$ cat src/rtl/uart_byte_fifo.sv
// Byte FIFO between uart_rx and uart_tx with first-word-fall-through output,
// sticky overflow flag and RTS flow control with hysteresis.
module uart_byte_fifo #(
  parameter int unsigned DEPTH   = 16,
  parameter int unsigned AW      = 4,
  parameter int unsigned RTS_OFF = 12,
  parameter int unsigned RTS_ON  = 4
) (
  input  logic          clk,
  input  logic          reset,
  input  logic          in_req,
  output logic          in_ready,
  input  logic [7:0]    in_data,
  output logic          out_req,
  input  logic          out_ready,
  output logic [7:0]    out_data,
  output logic [AW:0]   level,
  output logic          rts,
  output logic          overflow
);

  localparam logic [AW:0] FULL_LVL = (AW+1)'(DEPTH);
  localparam logic [AW:0] OFF_LVL  = (AW+1)'(RTS_OFF);
  localparam logic [AW:0] ON_LVL   = (AW+1)'(RTS_ON);

  logic [7:0]    mem [DEPTH];
  logic [AW-1:0] wr_ptr;
  logic [AW-1:0] rd_ptr;
  logic [AW:0]   level_q;
  logic [AW:0]   level_next;
  logic          push;
  logic          pop;

  // Handshake flags come from the registered level only, so neither ready
  // nor req depends combinationally on the opposite side's inputs.
  assign in_ready = (level_q != FULL_LVL);
  assign out_req  = (level_q != '0);
  assign push     = in_req & in_ready;
  assign pop      = out_req & out_ready;
  assign out_data = mem[rd_ptr];
  assign level    = level_q;

  always_comb begin
    level_next = level_q;
    if (push && !pop)
      level_next = level_q + 1'b1;
    else if (pop && !push)
      level_next = level_q - 1'b1;
  end

  always_ff @(posedge clk) begin
    if (push)
      mem[wr_ptr] <= in_data;
  end

  always_ff @(posedge clk) begin
    if (reset) begin
      wr_ptr   <= '0;
      rd_ptr   <= '0;
      level_q  <= '0;
      rts      <= 1'b1;
      overflow <= 1'b0;
    end else begin
      if (push)
        wr_ptr <= wr_ptr + 1'b1;
      if (pop)
        rd_ptr <= rd_ptr + 1'b1;
      level_q <= level_next;
      // Hysteresis on the post-update level; between the thresholds rts holds.
      if (level_next >= OFF_LVL)
        rts <= 1'b0;
      else if (level_next <= ON_LVL)
        rts <= 1'b1;
      if (in_req && !in_ready)
        overflow <= 1'b1;
    end
  end

endmodule

$ cat config.mk
export PLATFORM = sky130hd
export DESIGN_NAME = uart_byte_fifo
export DESIGN_NICKNAME = d
export VERILOG_FILES = /design/src/rtl/uart_byte_fifo.sv
export SDC_FILE = /design/constraint.sdc
export NUM_CORES = 1
export LEC_CHECK = 0
export BUFFER_PORTS_ARGS = -buffer_cell sky130_fd_sc_hd__buf_2
export CORE_MARGIN = 4
export CORE_UTILIZATION = 30
export CTS_CLUSTER_SIZE = 40
export DETAILED_ROUTE_END_ITERATION = 10
export GPL_ROUTABILITY_DRIVEN = 0
export MAX_ROUTING_LAYER = met4
export SYNTH_ARGS = -nofsm -noshare
export SYNTH_HDL_FRONTEND = slang
export SYNTH_SLANG_ARGS = --single-unit
export TNS_END_PERCENT = 5
$ cat constraint.sdc
create_clock -name clk -period 2.6 [get_ports clk]
set_input_delay 0.52 -clock clk [delete_from_list [all_inputs] [get_ports clk]]
set_output_delay 0.52 -clock clk [all_outputs]
set_load 0.01 [all_outputs]
; After elaboration in Yosys (flattened, before gate mapping)
; Memory sizes are Yosys's and may differ from the RTL's. A register that Yosys moved wholly into a read port is not among the register bits.
; Cells that the tools add are included.
[word_totals]
mem_count = 1
wordCells = 31
ff_bits = 15
in_bits = 12
mem_bits_rw = 128
[classes]
magnitude_cmp = 2
n_bitwise = 2
n_reduce_logical = 8
addsub = 4
n_mux = 8
n_eq_ne = 1
[mem_list]
columns = memory, words, width, rd, rd_ports_with_merged_regs, wr, line_no
row1 = mem, 16, 8, 1, 1, 1, 26  ; logic [7:0] mem [DEPTH];
[op_table]
columns = cell, n
row1 = 2-to-1 mux 5 bit, 2
row2 = adder 4 x 1 -> 4 bit (second input constant), 2
row3 = 2-to-1 mux 4 bit, 2
row4 = adder 5 x 1 -> 5 bit (second input constant), 1
row5 = greater-or-equal comparator 5 x 4 -> 1 bit (second input constant), 1
row6 = less-or-equal comparator 5 x 3 -> 1 bit (second input constant), 1
row7 = != test 5 bit (second input constant), 1
row8 = nonzero test 5 bit, 1
row9 = subtractor 5 x 1 -> 5 bit (second input constant), 1
row10 = 2-to-1 mux 1 bit, 4
row11 = logical AND 1 bit, 3
row12 = zero test 1 bit, 3
row13 = AND 1 bit, 2
row14 = nonzero test 2 bit, 1

; Logic depth before layout (Yosys ltp)
[depth]
word_depth = 9
depth_mapped = 9
depth_no_buf = 9

; Worst setup path after synthesis
; OpenSTA, ideal clock, no wires.
[synth_timing]
kind = reg2out
from = register (tool-made name)
to = output port out_data[0]
n_path_buf = 2
path_slack_ns = 0.247
path_stages_with_launch = 5
arrival_ns = 1.833
t_required_ns = 2.080
path_cell_list = dfxtp_1 > clkbuf_1 > buf_2 > mux4_2 > mux4_2
[synth_lines]
columns = element, line_no
row1 = end: declaration, 16  ; output logic [7:0] out_data,

==> summary.txt <==
Logic synthesis
  – Sequential cell area fraction in the yosys report: between 70% and 80%
  – Cell area after synthesis: 5851 sq um
  – Yosys warns: 0
  – Post-synth ARST share: 0%
  – Post-synthesis net count: 318
  – Synthesized netlist cell count: roughly 300
  – Most used DFF post-synth: edfxtp_1
  – Avg Cell Area, Syn: between 15 and 20 sq um
  – EDFF count, synth: 128
  – Synth cell types: 37
  – Synth Register Bits: around 150

Cells and area
  – N_diodes: 0
  – Post-layout util: between 30 and 40%
  – Synthesis-to-finish area growth: 21.58%
  – Footprint of the multi-input gates: 1535 sq um
  – Nets: 368
  – Storage cell area: roughly 4200 sq um
  – Fillers: ~1700
  – Layout cells sized above 1: between 30% and 40%

Timing
  – Layout Skew: roughly 9.8 ps
  – Crit share post-route: 104.9%
  – PnR worst setup slack: -126.1 ps
  – Relative slew margins: 63.87%
  – Final count of hold timing violations: 0
  – Fmax: 366.8 MHz
  – Min Tclk post-route: approximately 2700 ps
  – Pins Over Slew Limit: 0
  – Final setup viols: 8
  – RSZ-0062 raised after global routing: yes
  – Least-Margin Pin Slew: 541.2 ps

Floorplanning
  – Ports: 29
  – Die ar.: 21800 sq um
  – Starting Density: between 30% and 40%
  – Core area: roughly 19000 sq um
  – Height of the die: between 100 and 150 um
  – Row count: 50
  – Die X-Extent: between 100 and 150 um

Setup path
  – Reg-to-reg endpoint: mem[8][0]
  – Crit path required time: ~2100 ps
  – Critical path fanouts, max: 9
  – CP cell instances: buf_12 -> mux4_2 -> mux4_2 -> buf_6
  – Crit-path most repeated cell: mux4_2
  – Slowest CP cell: mux4_2
  – Reg2Reg Setup Slack: between 150 and 200 ps
  – Worst r2r path cells: 7
  – Setup CP Type: flip-flop to output pin
  – Type of origin of the critical path: flip-flop
  – Worst path arrival time: between 2000 and 2500 ps
  – Critical path endpoint category: output pin
  – Reg-to-Reg Start: level[0]
  – Worst path max stage delay: approximately 550 ps

Place
  – Port bufs: 28
  – Post-DP HPWL: between 7 and 8 mm

Clocking
  – CTS root buffer: clkbuf_16
  – Worst-skew pair later-pin latency: between 400 and 500 ps
  – CTS clk-pin slew, worst paths: around 60 ps
  – H-tree Lvls: 4
  – Maximum clock path buffer count: 2
  – Num CTS Buffers: 17
  – Clock Sinks: ~150
  – Cts-stage hold buffer count: 0
  – CTS tree: built

Power and ir drop
  – Maximum vdd drop: 0.4924 mV
  – P per Cell Area: 925.0 nW/um^2
  – Lkg Pwr: approximately 2.3 nW
  – Overall Power: between 6 and 7 mW

Route
  – Via count: ~3000
  – Pre-Repair DR Iteration Count: 4
  – DRC viols: 0
  – Initial DRC count: 220
  – Total Routed Length: between 10 and 15 mm
  – ANT nets after route: 0
  – Drt via density: between 4 and 5
  – Routed wire length per instance: between 20 and 25 um

GRT
  – Gr usage total: about 12%
  – Antenna violations before repair: 0
  – Global route overflow: 0
  – Vias in the first global route: 3111
  – Largest net degree at the start of global routing: 33
  – First-pass GRT wire length: between 15 and 20 mm

Min path
  – Hold Path Origin: in_req
  – Hold crit path type: input pin to flip-flop
  – Hold path cells: 3
  – Hold Path End: overflow

Job
  – Total of max-cap violations: 0

Run status
  – Status: complete, but fails checks
  – Failing checks: negative setup slack
critical path, delay by kind of cell, from the launching register on:
family | cells | cell delay, ps
buffers and inverters | 2 | 310
muxes | 2 | 1060
DFF | 1 | 420
layer usage:
layer	global-route usage [%]	up-vias	wire, um
met4	3.635	0	197
met2	18.83	90	6119
met3	4.200	15	731
met5	-	-	0
li1	-	1312	-
met1	16.20	1558	5637
cell usage in the layout (no fill, tap or decap), types with 3 or more instances in the layout:
cell	netlist	final
mux4_2	40	40
inv_1	5	5
xnor2_1	3	3
and4_1	4	4
nand4_1	3	3
edfxtp_1	128	128
buf_2	4	20
ha_1	7	7
buf_4	0	12
o21ai_0	3	3
clkbuf_16	0	19
bufinv_16	0	4
buf_6	2	8
dfxtp_1	19	18
a21oi_1	6	6
and2_1	13	13
nand2_1	11	11
buf_12	0	3
clkbuf_1	6	3
nor3_1	5	5
xor2_1	5	5
nor2_1	12	12
report_power, final:
part / switching (mW) / total, mW / internal, mW
clock: 0.930 / 2.54 / 1.61
combinational: 0.592 / 1.34 / 0.746
sequential: 0.0670 / 2.70 / 2.64
Yosys cell counts (4+ instances only):
cell,n,area [sq um]
a21oi_1,6,30.03
mux4_2,40,900.9
ha_1,7,87.58
and2_1,13,81.33
buf_2,4,20.02
and4_1,4,35.03
nor2_1,12,45.04
inv_1,5,18.77
clkbuf_1,6,22.52
xor2_1,5,43.79
nor3_1,5,25.02
dfxtp_1,19,380.4
edfxtp_1,128,3844
nand2_1,11,41.29
repair_timing:
| item | in CTS | in global routing |
|---|---|---|
| endpoints found under the setup margin | 8 | 8 |
| buffers inserted | 0 | 0 |
| gates resized for setup | 6 | 3 |
| cloned | 0 | 2 |
cell type report:
| class | count | share of cell area, % |
|---|---|---|
| Clock buffer | 20 | 6.139 |
| Inverter | 5 | 0.2639 |
| Sequential cell | 147 | 59.44 |
| Clock inverter | 12 | 2.515 |
| Timing Repair Buffer | 45 | 5.488 |
| Tap cell | 260 | 4.573 |
| Multi-Input combinational cell | 133 | 21.58 |
state kept, by name, summed over array words and instances (netlist names), named ones only:
name      flops
overflow      1
rts           1
rd_ptr        4
level         5
mem         128
wr_ptr        4
worst max path at each step:
stage                         start           to  slack, ps  cells past startpoint
after CTS                 flip-flop  out_data[6]       -150                      4
after global routing      flip-flop  out_data[6]       -200                      4
after floorplan           flip-flop  out_data[0]        250                      4
after global placement     level[0]    mem[9][1]        230                      7
final                     flip-flop  out_data[6]       -130                      4
after detailed placement   level[0]    mem[9][5]        210                      7
per-stage QoR:
| step | std cells | TNS, ps | setup slack (ps) | hold WS, ps | instance area (sq um) |
|---|---|---|---|---|---|
| 6_report | 622 | -795.5 | -126.1 | 447.4 | 7113 |
| 5_1_grt | 622 | -1433 | -196.1 | 468.3 | 7113 |
| 4_1_cts | 620 | -952.0 | -148.9 | 420.3 | 7044 |
| 3_5_place_dp | 588 | 0 | 206.1 | 461.4 | 6395 |
| 3_3_place_gp | 588 | 0 | 230.8 | 455.8 | 6395 |
| 2_1_floorplan | 299 | 0 | 246.8 | 460.0 | 5851 |
cells by family after synthesis:
family	synth area share [%]
xor+xnor	1.476
compound gates	2.139
flops	72.20
mux	15.40
buf+inv	1.561
fa+ha+maj	1.497
simple gates	5.731
Power figures use the tool's default switching activity.
